## config.mk

```make
export PLATFORM = sky130hd
export DESIGN_NAME = intel_vip_reset_request_ctrl
export DESIGN_NICKNAME = d
export VERILOG_FILES = /design/src/rtl/intel_vip_reset_request_ctrl.sv
export SDC_FILE = /design/constraint.sdc
export NUM_CORES = 1
export LEC_CHECK = 0
export BUFFER_PORTS_ARGS = -buffer_cell sky130_fd_sc_hd__buf_4
export CORE_MARGIN = 2
export CORE_UTILIZATION = 51
export DETAILED_ROUTE_END_ITERATION = 8
export PLACE_DENSITY = 0.72
export SLEW_MARGIN = 20
export SYNTH_ARGS = -nofsm -noshare
export SYNTH_HDL_FRONTEND = slang
export SYNTH_SLANG_ARGS = --single-unit
```

## constraint.sdc

```tcl
create_clock -name clk_in -period 1.9 [get_ports clk_in]
set_input_delay 0.57 -clock clk_in [delete_from_list [all_inputs] [get_ports clk_in]]
set_output_delay 0.57 -clock clk_in [all_outputs]
set_load 0.01 [all_outputs]
```

## src/rtl/intel_vip_reset_request_ctrl.sv

```systemverilog
// Reset request controller: guaranteed-width reset pulse plus a done handshake.
// Optional WAIT_DONE timeout/retry enabled by defining INTEL_VIP_RESET_REQ_TIMEOUT_EN.
module intel_vip_reset_request_ctrl #(
    parameter int PULSE_CYCLES   = 16,
    parameter int HOLDOFF_CYCLES = 4,
    parameter int TIMEOUT_CYCLES = 1024
) (
    input  logic clk_in,
    input  logic reset_n_in,
    input  logic req_in,
    input  logic done_in,
    output logic reset_out,
    output logic busy_out,
    output logic ack_out,
    output logic timeout_out
);
    localparam int MAX_PH = (PULSE_CYCLES > HOLDOFF_CYCLES) ? PULSE_CYCLES : HOLDOFF_CYCLES;
    localparam int MAX_ALL = (MAX_PH > TIMEOUT_CYCLES) ? MAX_PH : TIMEOUT_CYCLES;
    localparam int CNT_W = $clog2(MAX_ALL + 1);

    localparam logic [CNT_W-1:0] CNT_MAX    = '1;
    localparam logic [CNT_W-1:0] PULSE_LAST = CNT_W'(PULSE_CYCLES - 1);
    localparam logic [CNT_W-1:0] HOLD_LAST  = CNT_W'(HOLDOFF_CYCLES - 1);
`ifdef INTEL_VIP_RESET_REQ_TIMEOUT_EN
    localparam logic [CNT_W-1:0] TMO_LAST   = CNT_W'(TIMEOUT_CYCLES - 1);
`endif

    typedef enum logic [1:0] {
        IDLE      = 2'd0,
        ASSERT    = 2'd1,
        WAIT_DONE = 2'd2,
        HOLDOFF   = 2'd3
    } state_t;

    state_t           state_q, state_d;
    logic [CNT_W-1:0] cnt_q, cnt_d, cnt_inc;
    logic             seen_low_q, seen_low_d;
    logic             reset_q, reset_d;
    logic             ack_q, ack_d;
`ifdef INTEL_VIP_RESET_REQ_TIMEOUT_EN
    logic             timeout_q, timeout_d;
`endif

    assign cnt_inc = (cnt_q == CNT_MAX) ? cnt_q : cnt_q + 1'b1;

    always_comb begin
        state_d    = state_q;
        cnt_d      = cnt_q;
        seen_low_d = seen_low_q;
        reset_d    = 1'b0;
        ack_d      = 1'b0;
`ifdef INTEL_VIP_RESET_REQ_TIMEOUT_EN
        timeout_d  = 1'b0;
`endif
        case (state_q)
            IDLE: begin
                cnt_d      = '0;
                seen_low_d = 1'b0;
                if (req_in) begin
                    state_d = ASSERT;
                    reset_d = 1'b1;
                end
            end
            ASSERT: begin
                seen_low_d = seen_low_q | ~done_in;
                if (cnt_q == PULSE_LAST) begin
                    state_d = WAIT_DONE;
                    cnt_d   = '0;
                end else begin
                    reset_d = 1'b1;
                    cnt_d   = cnt_inc;
                end
            end
            WAIT_DONE: begin
                // A done seen only while still high from before the pulse must not complete.
                seen_low_d = seen_low_q | ~done_in;
`ifdef INTEL_VIP_RESET_REQ_TIMEOUT_EN
                cnt_d = cnt_inc;
`endif
                if (done_in && seen_low_q) begin
                    state_d = HOLDOFF;
                    cnt_d   = '0;
                    ack_d   = 1'b1;
                end
`ifdef INTEL_VIP_RESET_REQ_TIMEOUT_EN
                else if (cnt_q == TMO_LAST) begin
                    state_d    = ASSERT;
                    cnt_d      = '0;
                    seen_low_d = 1'b0;
                    reset_d    = 1'b1;
                    timeout_d  = 1'b1;
                end
`endif
            end
            HOLDOFF: begin
                if (cnt_q == HOLD_LAST) begin
                    state_d = IDLE;
                    cnt_d   = '0;
                end else begin
                    cnt_d = cnt_inc;
                end
            end
            default: begin
                state_d    = ASSERT;
                cnt_d      = '0;
                seen_low_d = 1'b0;
                reset_d    = 1'b1;
            end
        endcase
    end

    always_ff @(posedge clk_in or negedge reset_n_in) begin
        if (!reset_n_in) begin
            state_q    <= ASSERT;
            cnt_q      <= '0;
            seen_low_q <= 1'b0;
            reset_q    <= 1'b1;
            ack_q      <= 1'b0;
`ifdef INTEL_VIP_RESET_REQ_TIMEOUT_EN
            timeout_q  <= 1'b0;
`endif
        end else begin
            state_q    <= state_d;
            cnt_q      <= cnt_d;
            seen_low_q <= seen_low_d;
            reset_q    <= reset_d;
            ack_q      <= ack_d;
`ifdef INTEL_VIP_RESET_REQ_TIMEOUT_EN
            timeout_q  <= timeout_d;
`endif
        end
    end

    assign reset_out = reset_q;
    assign busy_out  = (state_q != IDLE);
    assign ack_out   = ack_q;
`ifdef INTEL_VIP_RESET_REQ_TIMEOUT_EN
    assign timeout_out = timeout_q;
`else
    assign timeout_out = 1'b0;
`endif

endmodule

```

==> results.yml <==
place:
  routabilityCongestion: 0.855
  placedInstanceArea_um2: 1090
  io_buffers: 6
  post-dp-hpwl_um: 1580
detailed_routing:
  drc: 0
  detailroute.via_count: 808
  avgViaCountPerCell: 5.65
  drt.antenna.violating_nets: 0
  routedWlPerCell_um: 15.2
  routed_wirelength_um: 2170
  drt-pass1-iter-count: 4
  first_iter_violations: 20
finish:
  num-fill-cells: 160
  syn_to_final_growth_pct: 20.4
  final_area_um2: 1170
  layout.core_utilization_pct: 66.1
  antennaDiodeCount: 0
  layout-drive-gt1-share_pct: 30.5
  area_occupied_by_multi_input_gates_um2: 534
  final-seq-area_um2: 403
  num-nets-final: 129
run_status:
  status: "finished clean"
floorplanning:
  design.die.area_um2: 2260
  placementRows: 15
  die-width_um: 47.6
  initial_utilization_pct: 54.9
  placeableCoreArea_um2: 1760
  die_h_um: 47.6
  i_o_pin_total: 8
worst_setup_path:
  timing.critical_path.slowest_cell_delay_ns: 0.54
  r2r-start: "state_q[0]"
  crit_family: "flip-flops"
  timing.setup.critical_path_class: "flop to output port"
  start_point_of_the_critical_path: "state_q[0]"
  worst_path_most_repeated_cell: "sky130_fd_sc_hd__inv_1"
  required_ns: 1.33
  critical_path.endpoint_type: "output port"
  critPathArrivalTime_ns: 1.25
  critPathSlowestCell: "sky130_fd_sc_hd__dfstp_2"
  crit_chain: "inv_1 -> ha_2 -> inv_1 -> buf_4"
  critical_path_peak_fanout: 3
  timing.critical_path.buf_inv: 3
  start_kind: "flop"
min_path:
  hold_path.class: "input port to async pin"
synthesis:
  flops_latches_synth: 16
  synth_seq_area_share_pct: 41.6
  synthesis.nets: 110
  yosys_warnings: 0
  yosysTopAreaCellShare_pct: 36.2
  synthDistinctLibCells: 39
  synthTopCellsByArea: "sky130_fd_sc_hd__dfrtp_1, sky130_fd_sc_hd__ha_1, sky130_fd_sc_hd__a21oi_1, sky130_fd_sc_hd__dfstp_2, sky130_fd_sc_hd__inv_1"
  postSynth.topFlopCell: "sky130_fd_sc_hd__dfrtp_1"
  synthesis.area_um2: 968
  synthCells: 100
  yosys.area.top_type: "sky130_fd_sc_hd__dfrtp_1"
  avgSynthCellArea_um2: 9.68
  async_reset_ff_share_pct: 100
  synth_edf_count: 0
power:
  leakagePower_nw: 0.535
  worst_ir_drop_vdd_v: 0.000967
  power-per-cell-area_nw_per_um2: 1340
  design_power_total_mw: 1.56
timing:
  report.final.hold_viol_count: 0
  final-max-slew-violation-count: 0
  final.min_clock_period_ns: 1.82
  fin_worst_skew_ns: 0.00173
  fmax_mhz: 549
  tns_ns: 0
  rsz0062_at_grt: "false"
  crit_share_post_route_pct: 95.8
  setup-violations-final: 0
cts:
  clkSlewWorstSetupHoldPaths_ns: 0.10
  cts_tree: "yes"
  clock_tree.htree_level_count: 1
  clock_tree_buffer_depth: 2
  cts_made_buffers: 3
  cts_num_sinks: 16
  cts_root_buf: "sky130_fd_sc_hd__clkbuf_4"
  insertion_delay_ns: 0.29
run:
  max_cap_viol_count: 0
global_routing:
  globalRouteOverflowTotal: 0
  first_pass_grt_wire_length_um: 3450
  global_route_usage_sum_pct: 23.1
  grt_start_max_net_pins: 17
  first_global_vias: 756
  grt_antenna_before_repair: 0
-- cell usage in the layout (no fill, tap or decap), types with 2 or more instances in the layout --
cell type                   n
sky130_fd_sc_hd__a31oi_1    2
sky130_fd_sc_hd__nor3_1     4
sky130_fd_sc_hd__nand3_2    3
sky130_fd_sc_hd__dfrtp_1   14
sky130_fd_sc_hd__o22a_1     2
sky130_fd_sc_hd__ha_1       5
sky130_fd_sc_hd__dfstp_2    2
sky130_fd_sc_hd__nand3_1    2
sky130_fd_sc_hd__nand2_1    5
sky130_fd_sc_hd__o21ai_1    2
sky130_fd_sc_hd__and3_1     3
sky130_fd_sc_hd__nor2_1     5
sky130_fd_sc_hd__o21ai_0    2
sky130_fd_sc_hd__o22ai_1    2
sky130_fd_sc_hd__clkbuf_4   3
sky130_fd_sc_hd__buf_4     17
sky130_fd_sc_hd__a21oi_1   12
sky130_fd_sc_hd__inv_1      9
-- power by group --
| part | internal [mW] | total (mW) | switching [mW] | leakage [nW] |
|---|---|---|---|---|
| logic | 0.407 | 0.855 | 0.447 | 0.303 |
| clock network | 0.117 | 0.231 | 0.114 | 0.0210 |
| registers | 0.426 | 0.478 | 0.0518 | 0.211 |
-- final timing paths --
kind,cells after the start,slack (ns),endpoint
max,4,0.08,busy_out
min,1,0.12,cnt_q[3]
max reg2reg,7,0.08,cnt_q[3]
min reg2reg,1,0.53,seen_low_q
max in group asynchronous,1,1.53,state_q[0]
min in group clk_in,2,0.51,reset_out
-- synth_stat cells (all sizes together) (2+ instances only) --
master / n
a21oi: 12
buf: 2
nor2: 6
o22ai: 2
inv: 9
ha: 6
dfstp: 2
a21o: 2
nand4: 2
nand2: 6
o22a: 2
o21ai: 4
nor3: 5
a31oi: 3
dfrtp: 14
nand3: 5
and3: 3
-- per-stage QoR --
step                setup slack (ns)  instances  hold slack, ns
global placement               0.122        137           0.440
detailed placement            0.0848        137           0.444
global route                 0.00360        143           0.118
CTS                           0.0142        142           0.125
floorplan                      0.133        100           0.274
finish                        0.0789        143           0.117
-- worst reg2reg max path, cell delays in order (launching register included) --
cell and delay [ns]:
sky130_fd_sc_hd__dfstp_2 0.54, sky130_fd_sc_hd__buf_4 0.12, sky130_fd_sc_hd__ha_1 0.15, sky130_fd_sc_hd__inv_1 0.05, sky130_fd_sc_hd__a31oi_2 0.23, sky130_fd_sc_hd__a21oi_1 0.11
sky130_fd_sc_hd__or4_1 0.47, sky130_fd_sc_hd__o21ai_1 0.08
-- layer usage --
| layer | vias to the layer above | wire length [um] | global-route usage [%] |
|---|---|---|---|
| met5 | - | 0 | 0 |
| met4 | 0 | 39 | 12.4 |
| met3 | 4 | 51 | 6.04 |
| met2 | 11 | 1030 | 35.4 |
| met1 | 393 | 1050 | 29.7 |
| li1 | 400 | - | - |
-- kinds of logic after synthesis --
| group | synth area share [%] |
|---|---|
| AO/OA/AOI/OAI | 20.9 |
| adder cells (fa/ha/maj) | 7.75 |
| buffers and inverters | 5.81 |
| flip-flops | 41.6 |
| multiplexers | 2.20 |
| other | 0.387 |
| AND/OR/NAND/NOR | 21.3 |
-- final cells by class --
type,instances,share of cell area [%]
Inverter,9,2.90
Multi-Input combinational cell,72,45.8
Sequential cell,16,34.5
Clock buffer,4,3.11
Timing Repair Buffer,17,10.9
Tap cell,25,2.68
-- what timing repair did --
item | in CTS | in global routing
resized for setup | 0 | 6
setup endpoints to repair | 1 | 7
buffers inserted | 1 | 1
hold buffers | 0 | 0
pin swaps | 0 | 2
-- flip-flops by register name (all words and copies together), names as in the netlist --
name,flops
cnt_q,11
seen_low_q,1
state_q,2
ack_out,1
reset_out,1
No activity file was read; power rests on OpenSTA's default activity.
